[config.mk]
export PLATFORM = sky130hd
export DESIGN_NAME = sync_fifo_flex
export DESIGN_NICKNAME = d
export VERILOG_FILES = /design/src/rtl/sync_fifo_flex_pkg.sv /design/src/rtl/sync_fifo_flex_skid.sv /design/src/rtl/sync_fifo_flex.sv
export SDC_FILE = /design/constraint.sdc
export NUM_CORES = 1
export LEC_CHECK = 0
export BUFFER_PORTS_ARGS = -buffer_cell sky130_fd_sc_hd__buf_2
export CAP_MARGIN = 10
export CORE_MARGIN = 2
export CORE_UTILIZATION = 65
export CTS_BUF_LIST = sky130_fd_sc_hd__clkbuf_2 sky130_fd_sc_hd__clkbuf_4 sky130_fd_sc_hd__clkbuf_8
export DETAILED_ROUTE_END_ITERATION = 16
export PLACE_DENSITY = 0.83
export REMOVE_ABC_BUFFERS = 1
export SLEW_MARGIN = 20
export SYNTH_ARGS = -nofsm -noshare
export SYNTH_HDL_FRONTEND = slang
export SYNTH_SLANG_ARGS = --single-unit
[constraint.sdc]
create_clock -name clk -period 6.9 [get_ports clk]
set_clock_uncertainty 0.05 [all_clocks]
set_input_delay 1.38 -clock clk [delete_from_list [all_inputs] [get_ports clk]]
set_output_delay 1.38 -clock clk [all_outputs]
set_load 0.03 [all_outputs]
[src/rtl/sync_fifo_flex_pkg.sv]
// Shared types and helpers for the flexible synchronous FIFO and its skid stages.
package sync_fifo_flex_pkg;

  // Occupancy of a two-entry skid stage.
  typedef enum logic [1:0] {
    SKID_EMPTY = 2'd0,
    SKID_ONE   = 2'd1,
    SKID_TWO   = 2'd2
  } skid_state_e;

  // True when a pointer sits on the last storage slot and must wrap to zero
  // instead of counting on, so any DEPTH works, not only powers of two.
  function automatic logic is_last_slot(input int unsigned idx, input int unsigned depth);
    return idx == (depth - 1);
  endfunction

endpackage

[src/rtl/sync_fifo_flex_skid.sv]
// Two-entry skid stage: registers the valid/ready path in both directions while
// sustaining one word per cycle. The ready to the producer depends only on local state.
module sync_fifo_flex_skid
  import sync_fifo_flex_pkg::*;
#(
  parameter int DWIDTH = 32
) (
  input  logic              clk,
  input  logic              rst,
  input  logic              in_valid,
  output logic              in_ready,
  input  logic [DWIDTH-1:0] in_data,
  output logic              out_valid,
  input  logic              out_ready,
  output logic [DWIDTH-1:0] out_data
);

  skid_state_e       state_q, state_d;
  logic [DWIDTH-1:0] main_q, main_d;
  logic [DWIDTH-1:0] spare_q, spare_d;
  logic              push;
  logic              pop;

  assign push = in_valid && in_ready;
  assign pop  = out_valid && out_ready;

  // State and data registers; the spare slot only fills when the consumer stalls.
  always_ff @(posedge clk or posedge rst) begin
    if (rst) begin
      state_q <= SKID_EMPTY;
      main_q  <= '0;
      spare_q <= '0;
    end else begin
      state_q <= state_d;
      main_q  <= main_d;
      spare_q <= spare_d;
    end
  end

  // Next state: main holds the presented word, spare catches one word of stall.
  always_comb begin
    state_d = state_q;
    main_d  = main_q;
    spare_d = spare_q;
    unique case (state_q)
      SKID_EMPTY: begin
        if (push) begin
          state_d = SKID_ONE;
          main_d  = in_data;
        end
      end
      SKID_ONE: begin
        if (push && pop) begin
          main_d = in_data;
        end else if (push) begin
          state_d = SKID_TWO;
          spare_d = in_data;
        end else if (pop) begin
          state_d = SKID_EMPTY;
        end
      end
      SKID_TWO: begin
        if (pop) begin
          state_d = SKID_ONE;
          main_d  = spare_q;
        end
      end
      default: state_d = SKID_EMPTY;
    endcase
  end

  // Outputs decode straight from registered state.
  always_comb begin
    in_ready  = (state_q != SKID_TWO);
    out_valid = (state_q != SKID_EMPTY);
    out_data  = main_q;
  end

endmodule

[src/rtl/sync_fifo_flex.sv]
// Parametrised valid/ready FIFO with arbitrary depth, occupancy count,
// almost-full/empty flags, synchronous flush and optional skid stages per side.
module sync_fifo_flex
  import sync_fifo_flex_pkg::*;
#(
  parameter int WIDTH     = 32,
  parameter int DEPTH     = 4,
  parameter int AF_THRESH = DEPTH - 1,
  parameter int AE_THRESH = 1,
  parameter bit REG_IN    = 1'b1,
  parameter bit REG_OUT   = 1'b1,
  parameter int PW        = $clog2(DEPTH),
  parameter int CW        = $clog2(DEPTH + 1)
) (
  input  logic             clk,
  input  logic             rstn,
  input  logic             flush,
  input  logic             s_valid,
  output logic             s_ready,
  input  logic [WIDTH-1:0] s_data,
  output logic             m_valid,
  input  logic             m_ready,
  output logic [WIDTH-1:0] m_data,
  output logic [CW-1:0]    count,
  output logic             almost_full,
  output logic             almost_empty
);

  if (DEPTH < 2) begin : g_bad_depth
    $error("sync_fifo_flex: DEPTH must be at least 2");
  end
  if (AF_THRESH < 1 || AF_THRESH > DEPTH) begin : g_bad_af
    $error("sync_fifo_flex: AF_THRESH must lie in 1..DEPTH");
  end
  if (AE_THRESH < 0 || AE_THRESH >= DEPTH) begin : g_bad_ae
    $error("sync_fifo_flex: AE_THRESH must lie in 0..DEPTH-1");
  end

  logic             core_in_valid;
  logic             core_in_ready;
  logic [WIDTH-1:0] core_in_data;
  logic             core_out_valid;
  logic             core_out_ready;
  logic [WIDTH-1:0] core_out_data;

  logic [PW-1:0]    wptr_q, wptr_d;
  logic [PW-1:0]    rptr_q, rptr_d;
  logic             wwrap_q, wwrap_d;
  logic             rwrap_q, rwrap_d;
  logic [CW-1:0]    count_q, count_d;
  logic [WIDTH-1:0] mem [DEPTH];

  logic             ptr_eq;
  logic             full;
  logic             empty;
  logic             push;
  logic             pop;

  assign ptr_eq         = (wptr_q == rptr_q);
  assign full           = ptr_eq && (wwrap_q != rwrap_q);
  assign empty          = ptr_eq && (wwrap_q == rwrap_q);
  assign core_in_ready  = !full && !flush;
  assign core_out_valid = !empty && !flush;
  assign core_out_data  = mem[rptr_q];
  assign push           = core_in_valid && core_in_ready;
  assign pop            = core_out_valid && core_out_ready;

  // Pointer, wrap and count update; flush wins over any transfer in the same cycle.
  always_comb begin
    wptr_d  = wptr_q;
    rptr_d  = rptr_q;
    wwrap_d = wwrap_q;
    rwrap_d = rwrap_q;
    count_d = count_q;
    if (flush) begin
      wptr_d  = '0;
      rptr_d  = '0;
      wwrap_d = 1'b0;
      rwrap_d = 1'b0;
      count_d = '0;
    end else begin
      if (push) begin
        if (is_last_slot(32'(wptr_q), DEPTH)) begin
          wptr_d  = '0;
          wwrap_d = !wwrap_q;
        end else begin
          wptr_d = wptr_q + PW'(1);
        end
      end
      if (pop) begin
        if (is_last_slot(32'(rptr_q), DEPTH)) begin
          rptr_d  = '0;
          rwrap_d = !rwrap_q;
        end else begin
          rptr_d = rptr_q + PW'(1);
        end
      end
      if (push && !pop) begin
        count_d = count_q + CW'(1);
      end else if (pop && !push) begin
        count_d = count_q - CW'(1);
      end
    end
  end

  // Core control state, cleared asynchronously.
  always_ff @(posedge clk or negedge rstn) begin
    if (!rstn) begin
      wptr_q  <= '0;
      rptr_q  <= '0;
      wwrap_q <= 1'b0;
      rwrap_q <= 1'b0;
      count_q <= '0;
    end else begin
      wptr_q  <= wptr_d;
      rptr_q  <= rptr_d;
      wwrap_q <= wwrap_d;
      rwrap_q <= rwrap_d;
      count_q <= count_d;
    end
  end

  // Storage array carries no reset; contents are only read once written.
  always_ff @(posedge clk) begin
    if (push) begin
      mem[wptr_q] <= core_in_data;
    end
  end

  assign count        = count_q;
  assign almost_full  = (count_q >= CW'(AF_THRESH));
  assign almost_empty = (count_q <= CW'(AE_THRESH));

  if (REG_IN) begin : g_reg_in
    sync_fifo_flex_skid #(.DWIDTH(WIDTH)) u_skid_in (
      .clk       (clk),
      .rst       (~rstn),
      .in_valid  (s_valid),
      .in_ready  (s_ready),
      .in_data   (s_data),
      .out_valid (core_in_valid),
      .out_ready (core_in_ready),
      .out_data  (core_in_data)
    );
  end else begin : g_direct_in
    assign core_in_valid = s_valid;
    assign core_in_data  = s_data;
    assign s_ready       = core_in_ready;
  end

  if (REG_OUT) begin : g_reg_out
    sync_fifo_flex_skid #(.DWIDTH(WIDTH)) u_skid_out (
      .clk       (clk),
      .rst       (~rstn),
      .in_valid  (core_out_valid),
      .in_ready  (core_out_ready),
      .in_data   (core_out_data),
      .out_valid (m_valid),
      .out_ready (m_ready),
      .out_data  (m_data)
    );
  end else begin : g_direct_out
    assign m_valid        = core_out_valid;
    assign m_data         = core_out_data;
    assign core_out_ready = m_ready;
  end

endmodule

==> qor.log, run 1 <==
[status] outcome complete, no violations
[flow_run] Max-Cap Viols 0
[placed_design] Final Wtd Congestion 0.780
[critical_path] CP Data Required Time 7.31 ns
[detailed_routing] DRT antenna net count 0
[placed_design] IO Port Bufs 75
[yosys] synthesized area per cell 16.5 um^2
[power_and_ir_drop] part of the power in registers 0.475
[timing] Max transition margin 0.399
[timing] setup repair after global routing missed its margin false
[placed_design] post-placement worst setup slack 2.75 ns
[yosys] number of distinct library cells after synthesis 47
[finish] number of diodes added for antenna fixing 0
[timing] pin slew with the least headroom to its limit 0.901 ns
[timing] crit path time final 3.44 ns
[power_and_ir_drop] internal portion of total power 3530 uW
[clock_network] maximum count of clock buffers along a single path 3
[die] floorplan row count 47
[finish] area growth from synthesis to final layout 12.6%
[clock_network] register clock-pin slew on the reported worst setup and hold paths 0.06 ns
[timing] worst path setup slack after routing 3.46 ns
[timing] fin crit share 0.498
[clock_network] clock latency on the worst-skew pair 0.53 ns
[critical_path] critical path's slowest cell sky130_fd_sc_hd__dfrtp_2
[yosys] top cell type's share of synthesized area 0.356
[yosys] number of cells produced by synthesis 653
[detailed_routing] detailed-route wire length 19300 um
[clock_network] total clock buffers created by CTS 42
[worst_hold_path] type of the worst min-delay path register to register
[critical_path] type of origin of the critical path register
[power_and_ir_drop] Leak 0.00490 uW
[yosys] total of flip-flops plus latches after synthesis 269
[critical_path] Crit path largest cell delay 0.95 ns
[finish] multi-input gate area in the final layout 3220 um^2
[die] die extent in y 133 um
[die] die width 133 um
[finish] area used by sequential logic in the layout 7370 um^2
[finish] Layout Cells excl Fill 992
[power_and_ir_drop] peak ir drop on the vdd network 254 uV
[finish] number of filler instances in the final layout 970
[critical_path] arrival time reported for the critical path endpoint 3.85 ns
[clock_network] cells resized by post-CTS repair 0
[clock_network] CTS root buffer sky130_fd_sc_hd__clkbuf_8
[detailed_routing] final routed wire length divided by cell count 19.4 um
[placed_design] number of placed instances, taps included 917
[placed_design] DP HPWL 11500 um
[placed_design] cell area after placement 11300 um^2
[yosys] top post-synthesis cells by area sky130_fd_sc_hd__edfxtp_1 (36%), sky130_fd_sc_hd__dfrtp_1 (33%), sky130_fd_sc_hd__mux4_2 (6.7%)
[die] core area 16400 um^2
[clock_network] CTS tree built
[critical_path] buffer and inverter count on the worst path 0
[die] initial core utilization 0.659
[yosys] part of the Yosys area used for sequential elements 0.682
[power_and_ir_drop] total power per unit cell area 427 nW/um^2
[global_route] initial antenna violation count 0
[critical_path] largest delay contributor family on the critical path simple AND/OR/NAND/NOR gates
[detailed_routing] first-pass iteration count of the detailed router 5
[detailed_routing] per-cell via count in the routed design 5.95
[power_and_ir_drop] switching part of the total 0.320
[die] Ports 76
[detailed_routing] DR iter-0 viols 366
[detailed_routing] number of vias after detailed routing 5902
[clock_network] buffers inserted by post-CTS timing repair 0
[finish] share of post-route cells with drive strength above 1 0.329
[detailed_routing] number of remaining DRC errors 0
[timing] Setup-failing EPs final 0
[critical_path] Setup CP Type register to register
[power_and_ir_drop] logic gate share of total power 0.276
[timing] Fin. Hold Viols 0
[power_and_ir_drop] Net Sw Power 1660 uW
[finish] post-route cell area 12200 um^2
[global_route] Total Routing Usage GR 0.229
[yosys] cell type with the highest aggregate area in the netlist sky130_fd_sc_hd__edfxtp_1
[timing] upper clock frequency limit 291 MHz
[power_and_ir_drop] clock network power share 0.249
[global_route] largest net degree at the start of global routing 85
[global_route] first-pass GRT wire length 31400 um
[clock_network] hold-fix buffer count after cts 0
[clock_network] number of sinks driven by the clock tree 269
[yosys] Syn. warnings 0
[critical_path] endpoint kind of the worst setup timing path register
[critical_path] CP cell instances xnor2_1, a31oi_4, nand3_2, nand2_2, o21a_1
[finish] Final nets 787
[die] full die area 17700 um^2
[timing] final setup TNS 0 ns
[critical_path] peak fanout along the critical path 36
[yosys] cell area after synthesis 10800 um^2
[timing] Slew Viols, Final 0
[global_route] number of global-route vias before repair 6169
[power_and_ir_drop] Final Total Pwr 5200 uW
[clock_network] maximum level of the CTS H-tree 2
[global_route] Overflow after GRT 0
-- sequential cells by signal (all words and copies together), names as in the netlist --
signal and flops:
count 3, g_reg_in.u_skid_in.out_data 32, g_reg_in.u_skid_in.spare_q 32, g_reg_in.u_skid_in.state_q 2, g_reg_out.u_skid_out.out_data 32, g_reg_out.u_skid_out.spare_q 32
g_reg_out.u_skid_out.state_q 2, mem 128, rptr_q 2, rwrap_q 1, wptr_q 2, wwrap_q 1
-- layout make-up --
cell class | count | area share
Tap cell | 220 | 0.0226
Clock inverter | 9 | 0.00360
Multi-Input combinational cell | 340 | 0.265
Inverter | 7 | 0.00216
Timing Repair Buffer | 81 | 0.0354
Sequential cell | 269 | 0.606
Clock buffer | 66 | 0.0654
-- layout by cell type (no fill, tap or decap), types with 11 or more instances in the layout --
master and count:
sky130_fd_sc_hd__nor2_1 14, sky130_fd_sc_hd__o22a_1 32, sky130_fd_sc_hd__buf_2 74, sky130_fd_sc_hd__nand2_1 35, sky130_fd_sc_hd__edfxtp_1 128, sky130_fd_sc_hd__mux2i_1 34
sky130_fd_sc_hd__clkbuf_8 48, sky130_fd_sc_hd__dfrtp_1 139, sky130_fd_sc_hd__clkbuf_4 18, sky130_fd_sc_hd__mux2_1 11, sky130_fd_sc_hd__o21ai_0 26, sky130_fd_sc_hd__mux4_2 32
sky130_fd_sc_hd__mux2_2 53, sky130_fd_sc_hd__o21a_1 32
-- kinds of logic after synthesis --
family	synth area share
AND/OR/NAND/NOR	0.0324
AO/OA/AOI/OAI	0.0806
buffers and inverters	0.0221
multiplexers	0.165
XOR/XNOR	0.00729
adder cells (fa/ha/maj)	0.0104
flip-flops	0.682
-- routing by layer --
layer,vias to the layer above,wire [um],share of wire,GRT usage
li1,2662,-,-,-
met1,3007,7740,0.40,0.294
met2,188,10000,0.52,0.395
met3,45,1000,0.052,0.0391
met4,0,493,0.026,0.0872
met5,-,0,0,0
-- cells in the mapped netlist (all sizes together) --
| library cell | number |
|---|---|
| dfrtp | 141 |
| edfxtp | 128 |
| mux2 | 64 |
| nand2 | 36 |
| mux2i | 34 |
| o21ai | 34 |
| mux4 | 32 |
| o21a | 32 |
| o22a | 32 |
| buf | 29 |
| nor2 | 14 |
| ha | 9 |
| clkbuf | 8 |
| a21oi | 7 |
| inv | 7 |
| xnor2 | 5 |
| and2 | 4 |
| xor2 | 4 |
| a31oi | 3 |
| nand2b | 3 |
| nand3 | 3 |
| nor3 | 3 |
| o21bai | 3 |
| nor4 | 2 |
| o22ai | 2 |
| or4 | 2 |
| a211o | 1 |
| a211oi | 1 |
| a22oi | 1 |
| a311oi | 1 |
| and3b | 1 |
| nand4 | 1 |
| nor3b | 1 |
| o311ai | 1 |
| o31a | 1 |
| o31ai | 1 |
| or2 | 1 |
| or3 | 1 |
-- worst min-delay path: stages, from the launching register on --
cell                      delay (ns)
sky130_fd_sc_hd__dfrtp_1        0.33
sky130_fd_sc_hd__nand2_1        0.04
sky130_fd_sc_hd__o21ai_0        0.06
-- stage by stage --
stage / util / hold WS (ns)
finish: 0.742 / 0.421
global route: 0.742 / 0.461
CTS: 0.741 / 0.428
detailed placement: 0.690 / 0.415
global placement: 0.690 / 0.405
floorplan: - / 0.407
-- power by group through the flow --
stage,registers [uW],clock network (uW),logic [uW]
floorplan,2620,0,868
global placement,2450,0,1380
detailed placement,2490,0,1430
CTS,2470,1320,1440
global route,2530,1390,1570
finish,2470,1290,1430
-- final timing paths --
path / from / endpoint / slack, ns / cells past startpoint
max: rptr_q[1] / g_reg_in.u_skid_in.out_data[19] / 3.46 / 5
max in group asynchronous: rstn / rptr_q[0] / 4.87 / 2
min: g_reg_out.u_skid_out.out_data[19] / g_reg_out.u_skid_out.out_data[19] / 0.42 / 2
min reg2reg: g_reg_out.u_skid_out.out_data[19] / g_reg_out.u_skid_out.out_data[19] / 0.42 / 2
max reg2reg: rptr_q[1] / g_reg_in.u_skid_in.out_data[19] / 3.46 / 5
min in group asynchronous: rstn / g_reg_in.u_skid_in.spare_q[23] / 0.77 / 1
No activity file was read; power rests on OpenSTA's default activity.
==> inputs of run 2 (changes only) <==
--- a/config.mk
+++ b/config.mk
@@ -8,10 +8,10 @@
 export BUFFER_PORTS_ARGS = -buffer_cell sky130_fd_sc_hd__buf_2
 export CAP_MARGIN = 10
 export CORE_MARGIN = 2
-export CORE_UTILIZATION = 65
+export CORE_UTILIZATION = 62
 export CTS_BUF_LIST = sky130_fd_sc_hd__clkbuf_2 sky130_fd_sc_hd__clkbuf_4 sky130_fd_sc_hd__clkbuf_8
 export DETAILED_ROUTE_END_ITERATION = 16
-export PLACE_DENSITY = 0.83
+export PLACE_DENSITY = 0.8
 export REMOVE_ABC_BUFFERS = 1
 export SLEW_MARGIN = 20
 export SYNTH_ARGS = -nofsm -noshare
==> constraint.sdc (replaced) <==
create_clock -name clk -period 3.55 [get_ports clk]
set_clock_uncertainty 0.05 [all_clocks]
set_input_delay 0.71 -clock clk [delete_from_list [all_inputs] [get_ports clk]]
set_output_delay 0.71 -clock clk [all_outputs]
set_load 0.03 [all_outputs]
==> run 2 against run 1 <==
Hold slack lost 0.24 ns. Global-route usage is 0.99 points higher. Clock-buffer cell count fell by 5. First-iteration DRC count rose by 21%. Core utilization down 2.6 points. Critical path depth is the same. Via count grew 1.8%. Non-clock buffer count up 10. Critical path type is now register to output port. Highest routed layer unchanged.
==> qor.log, run 2 (synthesis results as in run 1) <==
[detailed_routing] number of vias after detailed routing 6008 [+1.8%]
[clock_network] register clock-pin slew on the reported worst setup and hold paths 0.06 ns [about the same]
[finish] area growth from synthesis to final layout 13.8%
[clock_network] maximum level of the CTS H-tree 2 [unchanged]
[global_route] Total Routing Usage GR 0.239 [+0.00987]
[timing] Slew Viols, Final 0 [unchanged]
[clock_network] CTS root buffer sky130_fd_sc_hd__clkbuf_8
[power_and_ir_drop] Leak 0.00498 uW [+1.5%]
[timing] Fin. Hold Viols 0 [unchanged]
[flow_run] Max-Cap Viols 0 [unchanged]
[timing] crit path time final 2.43 ns
[finish] number of flip-flops under the largest register name 128 [unchanged]
[critical_path] peak fanout along the critical path 5 [-86%]
[finish] number of diodes added for antenna fixing 0 [unchanged]
[global_route] number of global-route vias before repair 6358 [+3.1%]
[detailed_routing] per-cell via count in the routed design 5.95 [about the same]
[critical_path] slack of the worst reg-to-reg path 1.16 ns [-2.30 ns]
[finish] top library cells by usage in the layout, fill and taps aside sky130_fd_sc_hd__dfrtp_1 (139), sky130_fd_sc_hd__edfxtp_1 (128), sky130_fd_sc_hd__buf_2 (74), sky130_fd_sc_hd__mux2_2 (53), sky130_fd_sc_hd__clkbuf_8 (48)
[power_and_ir_drop] Net Sw Power 3350 uW [+100%]
[detailed_routing] DRT antenna net count 0 [unchanged]
[die] die width 136 um [+2.3%]
[placed_design] Final Wtd Congestion 0.821 [+5.2%]
[die] floorplan row count 48 [+2.1%]
[critical_path] reg-to-reg critical path endpoint mem[3][24]
[critical_path] critical path's slowest cell sky130_fd_sc_hd__dfrtp_1
[clock_network] number of sinks driven by the clock tree 269 [unchanged]
[critical_path] type of origin of the critical path register
[status] outcome complete, no violations
[critical_path] CP cell instances ha_1, ha_1, nor2_1, o21ai_0, buf_2
[critical_path] buffer and inverter count on the worst path 1 [+1]
[die] initial core utilization 0.629 [-0.0295]
[critical_path] endpoint kind of the worst setup timing path output port
[detailed_routing] detailed-route wire length 20900 um [+8.4%]
[die] full die area 18500 um^2 [+4.7%]
[finish] Final nets 798 [+1.4%]
[detailed_routing] DR iter-0 viols 442 [+21%]
[finish] commonest non-fill, non-tap cell in the layout sky130_fd_sc_hd__dfrtp_1
[critical_path] Worst R2R Path Depth 5 [unchanged]
[clock_network] maximum count of clock buffers along a single path 3 [unchanged]
[worst_hold_path] type of the worst min-delay path primary input to asynchronous set/reset pin
[critical_path] Setup CP Type register to output port
[critical_path] largest delay contributor family on the critical path flip-flops
[critical_path] origin of the critical flop-to-flop path wptr_q[0]
[detailed_routing] final routed wire length divided by cell count 20.7 um [+6.4%]
[power_and_ir_drop] switching part of the total 0.324 [+0.00404]
[timing] final setup TNS 0 ns [unchanged]
[clock_network] CTS tree built
[clock_network] hold-fix buffer count after cts 0 [unchanged]
[die] die extent in y 136 um [+2.3%]
[power_and_ir_drop] internal portion of total power 6990 uW [+98%]
[clock_network] clock latency on the worst-skew pair 0.54 ns [about the same]
[critical_path] CP Data Required Time 2.79 ns [-4.52 ns]
[placed_design] IO Port Bufs 75 [unchanged]
[power_and_ir_drop] clock network power share 0.259 [+0.010]
[die] Ports 76 [unchanged]
[power_and_ir_drop] peak ir drop on the vdd network 468 uV [+84%]
[finish] share of post-route cells with drive strength above 1 0.332 [+0.00347]
[die] core area 17200 um^2 [+4.7%]
[timing] pin slew with the least headroom to its limit 0.918 ns [+0.0173 ns]
[timing] Max transition margin 0.388 [-0.0116]
[timing] final-layout worst hold slack 0.180 ns [-0.242 ns]
[timing] setup repair after global routing missed its margin false
[timing] fin crit share 0.684
[global_route] largest net degree at the start of global routing 84 [-1.2%]
[power_and_ir_drop] logic gate share of total power 0.281 [+0.005]
[global_route] first-pass GRT wire length 33500 um [+6.7%]
[critical_path] Crit path largest cell delay 0.43 ns [-0.52 ns]
[critical_path] cell occurring most often along the worst timing path sky130_fd_sc_hd__ha_1
[detailed_routing] first-pass iteration count of the detailed router 4 [-1]
[clock_network] total clock buffers created by CTS 43 [+2.4%]
[critical_path] arrival time reported for the critical path endpoint 1.67 ns [-2.18 ns]
[power_and_ir_drop] total power per unit cell area 841 nW/um^2 [+97%]
[detailed_routing] number of remaining DRC errors 0 [unchanged]
[power_and_ir_drop] part of the power in registers 0.459 [-0.016]
[finish] largest reg by FF count mem
[placed_design] DP HPWL 12700 um [+11%]
[timing] upper clock frequency limit 412 MHz
[timing] Setup-failing EPs final 0 [unchanged]
[global_route] initial antenna violation count 0 [unchanged]
[global_route] Overflow after GRT 0 [unchanged]
[clock_network] cells resized by post-CTS repair 0 [unchanged]
[clock_network] buffers inserted by post-CTS timing repair 0 [unchanged]
==> run 2: cell count changes in the layout (fill, tap and decap cells not counted), moves of 2 or more <==
cell                        change
sky130_fd_sc_hd__clkbuf_4       -5
sky130_fd_sc_hd__clkinv_1       +4
sky130_fd_sc_hd__buf_4         +10
sky130_fd_sc_hd__bufinv_16      +2
==> run 2: cell type report <==
class	count	area [um^2]
Fill cell	1086	4870
Sequential cell	269	7370
Tap cell	225	282
Timing Repair Buffer	91	514
Multi-Input combinational cell	340	3210
Clock buffer	61	758
Clock inverter	17	133
Inverter	7	26.3
==> run 2: how the worst max path moves through the flow <==
stage | startpoint | endpoint | slack [ns] | cells after the start
2_1_floorplan | rptr_q[0] | mem[3][0] | -0.56 | 3
3_3_place_gp | flush | wwrap_q | 1.08 | 7
3_5_place_dp | flush | wwrap_q | 0.98 | 7
4_1_cts | count[1] | almost_full | 1.09 | 5
5_1_grt | wptr_q[0] | wwrap_q | 1.02 | 7
6_report | count[1] | almost_full | 1.12 | 5
==> run 2: metal layers <==
layer / up-vias / GRT usage / share of wire / routed length (um)
met5: - / 0 / 0 / 0
met4: 0 / 0.0903 / 0.020 / 427
met3: 31 / 0.0436 / 0.052 / 1080
met2: 180 / 0.408 / 0.52 / 10800
met1: 3113 / 0.307 / 0.41 / 8550
li1: 2684 / - / - / -
==> run 2: stage by stage <==
step | setup slack [ns] | total power, uW | cell area (um^2) | instances | util
6_report | 1.12 | 10300 | 12300 | 1010 | 0.716
5_1_grt | 1.02 | 10900 | 12300 | 1010 | 0.716
4_1_cts | 1.09 | 10400 | 12300 | 1010 | 0.716
3_5_place_dp | 0.977 | 7720 | 11400 | 932 | 0.664
3_3_place_gp | 1.08 | 7520 | 11400 | 932 | 0.664
2_1_floorplan | -0.556 | 6790 | 10600 | 616 | -
==> run 2: power by group through the flow <==
stage	clock network, uW	registers, uW	logic, uW
after floorplan	0	5100	1690
after global placement	0	4720	2800
after detailed placement	0	4790	2930
after CTS	2740	4750	2950
after global routing	2890	4850	3180
final	2680	4750	2910
==> run 2: worst register-to-register path, cell delays in order (launching register included) <==
cell and delay, ns:
sky130_fd_sc_hd__dfrtp_1 0.46, sky130_fd_sc_hd__xnor2_1 0.24, sky130_fd_sc_hd__a311oi_1 0.32, sky130_fd_sc_hd__buf_4 0.22, sky130_fd_sc_hd__and2_2 0.30, sky130_fd_sc_hd__buf_4 0.42
